File: src/rtl/trend_pkg.sv
// Shared types and helpers for the trend detector slice.
// Holds FSM/result encodings and the modular-difference helper.
package trend_pkg;

  typedef enum logic [0:0] {
    ST_EMPTY = 1'b0,
    ST_TRACK = 1'b1
  } state_t;

  typedef enum logic [1:0] {
    RES_INCR = 2'd0,
    RES_DECR = 2'd1,
    RES_HOLD = 2'd2,
    RES_ERR  = 2'd3
  } res_t;

  localparam int MAXW = 64;

  // (a - b) mod 2^w, for any w up to MAXW
  function automatic logic [MAXW-1:0] mod_diff(input logic [MAXW-1:0] a,
                                               input logic [MAXW-1:0] b,
                                               input int w);
    logic [MAXW-1:0] mask;
    mask = (w >= MAXW) ? {MAXW{1'b1}} : ((MAXW'(1) << w) - MAXW'(1));
    return (a - b) & mask;
  endfunction

endpackage

File: src/rtl/trend_classify.sv
// Combinational classifier: sample vs previous sample under a given step.
// Zero latency; no flow control (pure function of its inputs).
module trend_classify
  import trend_pkg::*;
#(
  parameter int WIDTH = 8
) (
  input  logic [WIDTH-1:0] prev,
  input  logic [WIDTH-1:0] data,
  input  logic [WIDTH-1:0] step,
  input  logic             wrap,
  output res_t             res
);

  logic [WIDTH-1:0] fwd;
  logic [WIDTH-1:0] bwd;
  logic [WIDTH-1:0] nstep;

  always_comb begin
    fwd   = WIDTH'(mod_diff(MAXW'(data), MAXW'(prev), WIDTH));
    bwd   = WIDTH'(mod_diff(MAXW'(prev), MAXW'(data), WIDTH));
    nstep = WIDTH'(mod_diff(MAXW'(0), MAXW'(step), WIDTH));
    res   = RES_ERR;
    // A zero step never yields hold: every sample is an error then.
    if (step != '0) begin
      if (wrap) begin
        if (fwd == step)       res = RES_INCR;
        else if (fwd == nstep) res = RES_DECR;
        else if (fwd == '0)    res = RES_HOLD;
      end else begin
        if (data > prev && fwd == step)      res = RES_INCR;
        else if (data < prev && bwd == step) res = RES_DECR;
        else if (data == prev)               res = RES_HOLD;
      end
    end
  end

endmodule

File: src/rtl/trend_detector_p.sv
// Stream-integrity monitor: classifies each accepted sample against the previous one.
// Results register one cycle after acceptance; never stalls the source (no ready).
module trend_detector_p
  import trend_pkg::*;
#(
  parameter int WIDTH      = 8,
  parameter int RUN_W      = 8,
  parameter int RUN_THRESH = 4,
  parameter int CNT_W      = 16
) (
  input  logic             clk,
  input  logic             reset,
  input  logic             in_valid,
  input  logic [WIDTH-1:0] in_data,
  input  logic [WIDTH-1:0] cfg_step,
  input  logic             cfg_wrap,
  input  logic             flush,
  input  logic             clear_cnt,
  output logic             out_valid,
  output logic             incr,
  output logic             decr,
  output logic             hold,
  output logic             error,
  output logic [RUN_W-1:0] run_len,
  output logic             run_hit,
  output logic [CNT_W-1:0] err_cnt
);

  localparam logic [RUN_W-1:0] RUN_MAX = {RUN_W{1'b1}};
  localparam logic [CNT_W-1:0] CNT_MAX = {CNT_W{1'b1}};

  state_t           state;
  logic [WIDTH-1:0] prev;
  res_t             res;
  logic             result_now;
  logic             err_now;
  logic [RUN_W-1:0] run_nxt;

  trend_classify #(.WIDTH(WIDTH)) u_classify (
    .prev (prev),
    .data (in_data),
    .step (cfg_step),
    .wrap (cfg_wrap),
    .res  (res)
  );

  assign result_now = in_valid && !flush && (state == ST_TRACK);
  assign err_now    = result_now && (res == RES_ERR);

  // A run continues only if the last result was the same direction and no
  // hold/error/flush has zeroed run_len since.
  always_comb begin
    run_nxt = '0;
    unique case (res)
      RES_INCR: run_nxt = (incr && run_len != '0)
                          ? ((run_len == RUN_MAX) ? run_len : run_len + 1'b1)
                          : RUN_W'(1);
      RES_DECR: run_nxt = (decr && run_len != '0)
                          ? ((run_len == RUN_MAX) ? run_len : run_len + 1'b1)
                          : RUN_W'(1);
      default:  run_nxt = '0;
    endcase
  end

  always_ff @(posedge clk) begin
    if (!reset) begin
      state     <= ST_EMPTY;
      prev      <= '0;
      out_valid <= 1'b0;
      incr      <= 1'b0;
      decr      <= 1'b0;
      hold      <= 1'b0;
      error     <= 1'b0;
      run_len   <= '0;
      run_hit   <= 1'b0;
      err_cnt   <= '0;
    end else begin
      out_valid <= 1'b0;
      if (flush) begin
        state   <= ST_EMPTY;
        run_len <= '0;
        run_hit <= 1'b0;
      end else if (in_valid) begin
        prev  <= in_data;
        state <= ST_TRACK;
        if (state == ST_TRACK) begin
          out_valid <= 1'b1;
          incr      <= (res == RES_INCR);
          decr      <= (res == RES_DECR);
          hold      <= (res == RES_HOLD);
          error     <= (res == RES_ERR);
          run_len   <= run_nxt;
          run_hit   <= (run_nxt >= RUN_W'(RUN_THRESH));
        end
      end

      if (clear_cnt)
        err_cnt <= err_now ? CNT_W'(1) : '0;
      else if (err_now && err_cnt != CNT_MAX)
        err_cnt <= err_cnt + 1'b1;
    end
  end

endmodule
File: config.mk
export PLATFORM = sky130hd
export DESIGN_NAME = trend_detector_p
export DESIGN_NICKNAME = d
export VERILOG_FILES = /design/src/rtl/trend_pkg.sv /design/src/rtl/trend_classify.sv /design/src/rtl/trend_detector_p.sv
export SDC_FILE = /design/constraint.sdc
export NUM_CORES = 1
export LEC_CHECK = 0
export BUFFER_PORTS_ARGS = -buffer_cell sky130_fd_sc_hd__buf_4
export CORE_UTILIZATION = 35
export DETAILED_ROUTE_END_ITERATION = 8
export GPL_TIMING_DRIVEN = 1
export SYNTH_ARGS = -nofsm -noshare
export SYNTH_HDL_FRONTEND = slang
export SYNTH_SLANG_ARGS = --single-unit
File: constraint.sdc
create_clock -name clk -period 4.27 [get_ports clk]
set_input_delay 0.427 -clock clk [delete_from_list [all_inputs] [get_ports clk]]
set_output_delay 0.427 -clock clk [all_outputs]
set_load 0.02 [all_outputs]
## After elaboration in Yosys (flattened, before gate mapping)

Cells that the tools add are included.
W data, S select, Z words.

- Bits in registers: 39
- Bits of input ports: 22
- Output and inout port bits: 30
- Word-level logic and storage cells: 65

- Add/subtract/negate cells: 5
- Order comparisons: 3
- Eq/ne operators: 9
- Muxes and demuxes: 16
- Bitwise operators: 3
- Reduce and logical (&&, ||, !) cells: 19

Operators with widths:

| kind | count |
|---|---|
| $eq A8 B8 Y1 | 4 |
| $mux W16 | 2 |
| $mux W8 | 3 |
| $add A16 B1 Y16 const B | 1 |
| $ne A16 B16 Y1 const B | 1 |
| $pmux W8 S2 | 1 |
| $reduce_bool A8 Y1 | 2 |
| $sub A8 B8 Y8 | 2 |
| $mux W2 | 6 |
| $add A8 B1 Y8 const B | 1 |
| $eq A8 B8 Y1 const B | 1 |
| $ge A8 B3 Y1 const B | 1 |
| $gt A8 B8 Y1 | 1 |
| $logic_and A1 B1 Y1 | 8 |
| $logic_not A8 Y1 | 1 |
| $lt A8 B8 Y1 | 1 |
| $sub A1 B8 Y8 const A | 1 |
| $eq A2 B2 Y1 const B | 2 |
| $mux W1 | 4 |
| $reduce_and A2 Y1 | 2 |
| $not A1 Y1 | 3 |
| $reduce_and A3 Y1 | 1 |
| $reduce_or A3 Y1 | 1 |
| $eq A2 B1 Y1 const B | 1 |
| 4 further kinds | 4 |

## Longest topological paths before layout

Gate-level depths: netlist of the first run.

- Depth in word-level cells: 12
- Depth in mapped cells: 15
- Depth with buffers taken out: 14

## By module

From an unflattened synthesis of the first run, not the netlist that was laid out.

- Cells, all modules: 382
- Area, all modules: 3193.1 µm²

By module, submodules not included:

| module | times used | cells each | area each (µm²) |
|---|---|---|---|
| trend_detector_p | 1 | 241 | 2058.2 |
| trend_classify | 1 | 141 | 1134.8 |

## Worst setup path before layout of the first run

OpenSTA, ideal clock, no wires.

- Path kind: in2reg
- Start: input in_data[0]
- End: register err_cnt[5]
- Arrival time: 3.780 ns
- Path slack: 0.420 ns
- Stages: 15
- Cell sequence: inv_1 > ha_1 > inv_1 > fa_1 > xnor3_1 > xor2_1 > nor3_1 > nand4_1 > or4b_4 > a32oi_4 > o221ai_4 > or2_1 > buf_2 > or4_1 > a21oi_1

- Cells in the longest elaborated chain, start to end: 11
- Elaborated cells between the ends (all ways): 23
- Those cells by class: 2 x add/sub; 2 x order compare; 5 x eq/ne; 8 x mux; 6 x reduce/logical

Ends and longest elaborated chain:

| element | RTL line | RTL |
|---|---|---|
| start: declaration | trend_detector_p.sv:14 | `input logic [WIDTH-1:0] in_data,` |
| $sub A8 B8 Y8 | trend_pkg.sv:25 | `return (a - b) & mask;` |
| $eq A8 B8 Y1 / $logic_not A8 Y1 (equally long branches) | trend_classify.sv:32, trend_classify.sv:29 |  |
| $logic_and A1 B1 Y1 / $mux W1 (equally long branches) | trend_classify.sv:32, trend_classify.sv:29 |  |
| $mux W2, on equally long branches | trend_classify.sv:32, trend_classify.sv:28 |  |
| $mux W2, on equally long branches | trend_classify.sv:31, trend_classify.sv:27 |  |
| $mux W2 * | trend_classify.sv:26 | `if (wrap) begin` |
| $mux W2 * | trend_classify.sv:25 | `if (step != '0) begin` |
| $eq A2 B2 Y1 * | trend_detector_p.sv:48 | `assign err_now = result_now && (res == RES_ERR);` |
| $logic_and A1 B1 Y1 * | trend_detector_p.sv:48 |  |
| $logic_and A1 B1 Y1 * | trend_detector_p.sv:99 | `else if (err_now && err_cnt != CNT_MAX)` |
| $reduce_bool A2 Y1 (no source line) * | - |  |
| end signal: assignment | trend_detector_p.sv:98 | `err_cnt <= err_now ? CNT_W'(1) : '0;` |
| end signal: assignment | trend_detector_p.sv:100 | `err_cnt <= err_cnt + 1'b1;` |
| end: declaration | trend_detector_p.sv:26 | `output logic [CNT_W-1:0] err_cnt` |

Mark *: on every way between the ends. The rest lies on a longest branch, timed or not.
A chain may end at the register's enable or synchronous reset.

## Worst setup path in the final report of the first run

- Start: register prev[0]
- End: register err_cnt[5]

- Cells in the longest elaborated chain, start to end: 11
- Elaborated cells between the ends (all ways): 23
- Those cells by class: 2 x add/sub; 2 x order compare; 5 x eq/ne; 8 x mux; 6 x reduce/logical

Ends and longest elaborated chain:

| element | RTL line | RTL |
|---|---|---|
| start: declaration | trend_detector_p.sv:33 | `logic [WIDTH-1:0] prev;` |
| start signal: assignment | trend_detector_p.sv:84 | `prev <= in_data;` |
| $sub A8 B8 Y8 | trend_pkg.sv:25 |  |
| $eq A8 B8 Y1 / $logic_not A8 Y1 (equally long branches) | trend_classify.sv:32, trend_classify.sv:29 |  |
| $logic_and A1 B1 Y1 / $mux W1 (equally long branches) | trend_classify.sv:32, trend_classify.sv:29 |  |
| $mux W2, on equally long branches | trend_classify.sv:32, trend_classify.sv:28 |  |
| $mux W2, on equally long branches | trend_classify.sv:31, trend_classify.sv:27 |  |
| $mux W2 * | trend_classify.sv:26 |  |
| $mux W2 * | trend_classify.sv:25 |  |
| $eq A2 B2 Y1 * | trend_detector_p.sv:48 |  |
| $logic_and A1 B1 Y1 * | trend_detector_p.sv:48 |  |
| $logic_and A1 B1 Y1 * | trend_detector_p.sv:99 |  |
| $reduce_bool A2 Y1 (no source line) * | - |  |

Marks and branches as above.

==> metrics.txt, run 1 <==
Tcrit/Tclk final approximately 90%; first-pass GRT wire length 13720 um; part of the power in the clock network a little over a third; Setup WS post-layout ~0.41 ns; clk sink count 39; flop2flop setup slack about 0.41 ns; RSZ-0062 raised after global routing false; initial core utilization 36.47%; slew margin rel. 34.34%; 1st-pass router iterations 6; Combinational Power Share between 20% and 30%; Synth Cell Area around 0.0032 mm2; clk slew on worst S/H paths 0.09 ns; core area 0.008806 mm2; switch share 30.25%; pre-CTS setup slack 0.1384 ns; Synth Net Count between 400 and 500; Placer Congestion between 0.8 and 0.9; cells after synthesis ~400; Leak 1.538 nW; Syn-to-layout area delta 19.98%; WL final around 8400 um; Total GRT Usage between 10% and 20%; Worst Path Buf+Inv 1; Fmax achieved around 260 MHz; Min-Delay Path Class input port to flip-flop; ys async rst share 0%; number of buffers added for setup after CTS 0; Worst-Margin Slew approximately 0.98 ns; Antenna Cells 0; vias in the first global route ~2900; Root Driver clkbuf_8; Post-DRT Antenna Nets 0; fraction of layout cells with a size suffix above 1 between 10% and 20%; Critical Path RT 4.50 ns; ys flop type dfxtp_1; worst setup path class flip-flop to flip-flop; post-detailed-route DRC marker count 6; Vias 3073; initial antenna violation count 0; Warnings, synthesis 0; DR WL/cell 14.62 um; commonest non-fill, non-tap cell in the layout buf_4; die width ~100 um; NetSw 290.8 uW; post-synth cell types 62; sequential-to-total area share from yosys stat between 20% and 30%; Sequential Power Share between 30% and 40%; max cap viols 0; Post-synth EDFFs 0; GRT overflow 0; status finished, violations left; critical path's largest stage delay roughly 0.55 ns; Crit path arrival time around 4.1 ns; # setup viols final 0; startpoint types flip-flop; CP Max Fanout 7; worst skew pair latency roughly 0.3 ns; Final nets about 510; routed vias/inst between 5 and 6; maximum number of pins on one net before global-route repair 18; die area between 0.009 and 0.01 mm2; H-tree levels 2; Top Ports 52; most frequent cells in the layout buf_4, nor2_1, dfxtp_1; Resize count post-CTS 0; first-iteration detailed-routing DRC count 113; Inserted Clock Buffers 5; Yosys reg bits 39; fin. max-slew vios 0; final hold violations 0; min Tclk post-route about 3.9 ns; Rows 34; Top delay family on crit path simple AND/OR/NAND/NOR gates; CP Capture Type flip-flop; failing checks design-rule violations; Max Root-Sink Buffers 2; pwr dens 249.5 mW/mm2; Hold Buf Count CTS 0; DPL Wire Length ~6400 um; Peak VDD IR 0.0001283 V; CP max-delay cell or4b_4; CTS tree built; I/O Buffers about 50; CP cell instances ha_1, inv_1, fa_1, xnor3_1, xor2_1, nor3_1, nand4_1, or4b_4, a32oi_4, o221ai_4, or2_1, or4_1, a21oi_1; Mapped Avg Cell Area about 7.8 um2; Die H slightly below 100 um; total negative setup slack 0 ns; clk_skew 0.007889 ns; Internal Power around 670 uW
[worst register-to-register path: cells and delay by family (launching register included)]
family | cells | cell delay (ns)
AND/OR/NAND/NOR | 5 | 1.58
adder cells (fa/ha/maj) | 2 | 0.64
XOR/XNOR | 2 | 0.58
AO/OA/AOI/OAI | 3 | 0.56
flip-flops | 1 | 0.36
buffers and inverters | 1 | 0.06
[cell type report]
type / instances / area, um2
timing repair buffer: 60 / 450.4
tap: 108 / 135.1
clock inverter: 2 / 38.79
clock buffer: 6 / 82.58
fill: 884 / 4952
inverter: 28 / 105.1
multi-input combinational: 329 / 2261
sequential: 39 / 780.7
[power by group through the flow]
stage / combinational, mW / sequential (mW) / clock, mW
final: 0.246 / 0.371 / 0.345
after global routing: 0.273 / 0.372 / 0.370
after CTS: 0.246 / 0.371 / 0.360
after detailed placement: 0.244 / 0.380 / 0
after global placement: 0.242 / 0.379 / 0
after floorplan: 0.177 / 0.380 / 0
[cell usage after synthesis (all sizes together) (2+ instances only)]
cell type	count	area, um2
nor2	40	150.1
dfxtp	39	780.8
nand2	37	138.9
inv	28	105.1
a21oi	26	130.1
xnor2	21	183.9
ha	20	250.2
nor3	19	100.1
o21ai	17	85.08
and2	13	81.33
nand3	12	60.06
clkbuf	10	37.54
and3	9	56.30
xor2	9	78.83
nand4	7	43.79
nor2b	7	43.79
o211ai	6	50.05
o31ai	6	45.04
or4	6	45.04
buf	5	27.53
nand2b	5	31.28
nor4	5	31.28
or3	5	31.28
a211oi	4	30.03
a31o	4	35.03
a31oi	4	25.02
nand3b	4	30.03
a21boi	3	22.52
a32oi	3	45.05
nand4b	3	26.28
xnor3	3	67.56
a21o	2	15.01
fa	2	40.04
mux2i	2	20.02
o2111ai	2	17.52
o21bai	2	15.01
o221ai	2	35.04
o31a	2	17.52
or2	2	12.52
or4b	2	23.77
[state kept, by name, summed over array words and instances, names as in the netlist]
| name | flops |
|---|---|
| decr | 1 |
| err_cnt | 16 |
| hold | 1 |
| state | 1 |
| run_hit | 1 |
| error | 1 |
| out_valid | 1 |
| run_len | 8 |
| prev | 8 |
| incr | 1 |
[metal layers]
layer | GRT usage [%] | share of wire (%)
met1 | 22.93 | 48
met2 | 29.62 | 47
met3 | 3.293 | 3.6
met4 | 5.128 | 1.1
met5 | 0 | 0
[through the flow]
stage	total power, mW	util, %	std cells	hold slack [ns]	instance area, um2
floorplan	0.5571	-	411	0.4510	3212
global route	1.015	43.76	572	0.3649	3854
global placement	0.6211	42.38	564	0.4583	3732
CTS	0.9772	43.76	572	0.3422	3854
finish	0.9613	43.76	572	0.3514	3854
detailed placement	0.6237	42.38	564	0.4531	3732
[path summary, 6_finish.rpt]
path / startpoint / to / cells after the start
max reg2reg: prev[0] / err_cnt[5] / 13
max: prev[0] / err_cnt[5] / 13
min: in_valid / state / 3
min reg2reg: run_hit / run_hit / 2
[logic make-up (layout without fill, tap and decap cells)]
kind of cell	after synthesis	in the layout	share of synthesized area (%)
simple gates	179	179	28.98
compound gates	91	91	20.37
buf+inv	43	96	5.298
flops	39	39	24.31
xor+xnor	34	34	11.02
fa+ha+maj	22	22	9.038
mux	3	3	0.9739
No activity file was read; power rests on OpenSTA's default activity.
==> run 2: changes to the inputs <==
CELL_PAD_IN_SITES_DETAIL_PLACEMENT = 0   (was unset)
CELL_PAD_IN_SITES_GLOBAL_PLACEMENT = 1   (was unset)
PLACE_DENSITY_LB_ADDON = 0.1   (was unset)
==> run 2 against run 1 <==
  * The flow still finishes with violations (design-rule violations)
  * Maximum frequency up 0.41%
  * Hold slack gained 0.025 ns
  * Clock skew up 0.0043 ns
  * Non-clock buffer count grew 3
  * Largest cell class unchanged
  * Largest power group unchanged
==> metrics.txt, run 2 (same netlist as run 1, synthesis figures left out) <==
Inserted Clock Buffers 5 (unchanged); CP max-delay cell or4b_4 (unchanged); worst setup path class flip-flop to flip-flop (unchanged); startpoint types flip-flop (unchanged); final hold violations 0 (unchanged); CTS tree built (unchanged); I/O Buffers 51 (unchanged); post-detailed-route DRC marker count 4 (was 6); Worst Path Buf+Inv 1 (unchanged); RSZ-0062 raised after global routing false (unchanged); Leak 1.553 nW (was 1.538 nW); Vias 3052 (was 3073); CP Capture Type flip-flop (unchanged); pre-CTS setup slack 0.1603 ns (was 0.1384 ns); Hold Buf Count CTS 0 (unchanged); Post-Place Cell Area 0.003755 mm2 (was 0.003732 mm2); core area 0.008806 mm2 (unchanged); routed vias/inst 5.308 (was 5.372); CP cell instances ha_1, inv_1, fa_1, xnor3_1, xor2_1, nor3_1, nand4_1, or4b_4, a32oi_4, o221ai_4, or2_1, or4_1, a21oi_1 (unchanged); failing checks design-rule violations (unchanged); max cap viols 0 (unchanged); die area 0.009564 mm2 (unchanged); max reg flops 16 (unchanged); pwr dens 246.9 mW/mm2 (was 249.5 mW/mm2); Antenna Cells 0 (unchanged); Resize count post-CTS 0 (unchanged); total negative setup slack 0 ns (unchanged); fraction of layout cells with a size suffix above 1 17.34% (was 16.81%); Top Ports 52 (unchanged); fin. max-slew vios 0 (unchanged); maximum number of pins on one net before global-route repair 18 (unchanged); Post-DRT Antenna Nets 0 (unchanged); clk slew on worst S/H paths 0.09 ns (about the same); 1st-pass router iterations 6 (unchanged); slew margin rel. 32.21% (was 34.34%); clk_skew 0.01220 ns (was 0.007889 ns); min Tclk post-route 3.840 ns (was 3.855 ns); clk sink count 39 (unchanged); Root Driver clkbuf_8 (unchanged); Final nets 510 (was 507); Max Root-Sink Buffers 2 (unchanged); WL final 8492 um (was 8364 um); Rows 34 (unchanged); Total GRT Usage 17.92% (was 17.61%); Reg with most FFs err_cnt (unchanged); Critical Path RT 4.49 ns (was 4.50 ns); Tcrit/Tclk final 89.92% (was 90.29%); CP Max Fanout 7 (unchanged); initial core utilization 36.47% (unchanged); DPL Wire Length 6614 um (was 6418 um); Syn-to-layout area delta 20.69% (was 19.98%); Setup WS post-layout 0.4302 ns (was 0.4146 ns); Die H 97.80 um (unchanged); worst skew pair latency 0.30 ns (about the same); Peak VDD IR 0.0001034 V (was 0.0001283 V); largest registers err_cnt: 16 flops, prev: 8 flops, run_len: 8 flops (unchanged); Crit path arrival time 4.06 ns (was 4.08 ns); Top delay family on crit path simple AND/OR/NAND/NOR gates (unchanged); final core utilization 44.02% (was 43.76%); initial antenna violation count 0 (unchanged); first-pass GRT wire length 13820 um (was 13720 um); DR WL/cell 14.77 um (was 14.62 um); vias in the first global route 2906 (was 2881); first-iteration detailed-routing DRC count 59 (was 113); Fmax achieved 260.4 MHz (was 259.4 MHz); critical path's largest stage delay 0.56 ns (was 0.55 ns); layout filler cell count 894 (was 884); Worst-Margin Slew 1.015 ns (was 0.9829 ns); status finished, violations left (unchanged); # setup viols final 0 (unchanged); GRT overflow 0 (unchanged); Min-Delay Path Class input port to flip-flop (unchanged); most frequent cells in the layout buf_4, nor2_1, dfxtp_1 (unchanged); number of buffers added for setup after CTS 0 (unchanged); Tot Pwr 956.9 uW (was 961.3 uW); H-tree levels 2 (unchanged); fin area 0.003876 mm2 (was 0.003854 mm2); Placer Congestion 0.8395 (was 0.8931); commonest non-fill, non-tap cell in the layout buf_4 (unchanged); die width 97.80 um (unchanged)
==> run 2: changes by cell type in the layout (fill, tap and decap cells not counted) <==
cell   change
buf_4      +3
==> run 2: worst register-to-register path, stage by stage (launching register included) <==
cell and delay, ns:
dfxtp_1 0.36, ha_1 0.19, inv_1 0.06, fa_1 0.45, xnor3_1 0.43, xor2_1 0.16
nor3_1 0.20, nand4_1 0.10, or4b_4 0.56, a32oi_4 0.24, o221ai_4 0.15, or2_1 0.32
or4_1 0.42, a21oi_1 0.14
==> run 2: cell type report <==
class / count / area, um2 / share of cell area [%]
Inverter: 28 / 105.1 / 2.711
Clock buffer: 6 / 82.58 / 2.130
Tap cell: 108 / 135.1 / 3.486
Sequential cell: 39 / 780.7 / 20.14
Multi-Input combinational cell: 329 / 2261 / 58.33
Timing Repair Buffer: 63 / 473.0 / 12.20
Clock inverter: 2 / 38.79 / 1.001
==> run 2: per-stage QoR <==
stage | hold WS [ns] | std cells
global placement | 0.4657 | 567
global route | 0.4042 | 575
detailed placement | 0.4597 | 567
finish | 0.3759 | 575
CTS | 0.3657 | 575
floorplan | 0.4510 | 411
==> run 2: where the power goes <==
part | total, mW | internal (mW) | switching (mW)
Combinational | 0.251 | 0.113 | 0.138
Clock | 0.335 | 0.192 | 0.142
Sequential | 0.371 | 0.368 | 0.00302
==> run 2: path summary, 6_finish.rpt <==
| kind | from | end | slack (ns) | depth (start not counted) |
|---|---|---|---|---|
| worst max-delay path | prev[0] | err_cnt[3] | 0.43 | 13 |
| worst min-delay path | in_valid | state | 0.38 | 3 |
| worst max register to register | prev[0] | err_cnt[3] | 0.43 | 13 |
| worst min register to register | run_hit | run_hit | 0.47 | 2 |
==> run 2: layer usage <==
metal	share of wire [%]	vias to the layer above	wire length [um]	track usage, %
met5	0	-	0	0
li1	-	1576	-	-
met3	3.2	15	270	2.362
met4	2.2	0	187	6.876
met1	45	1406	3863	21.79
met2	49	55	4171	32.08
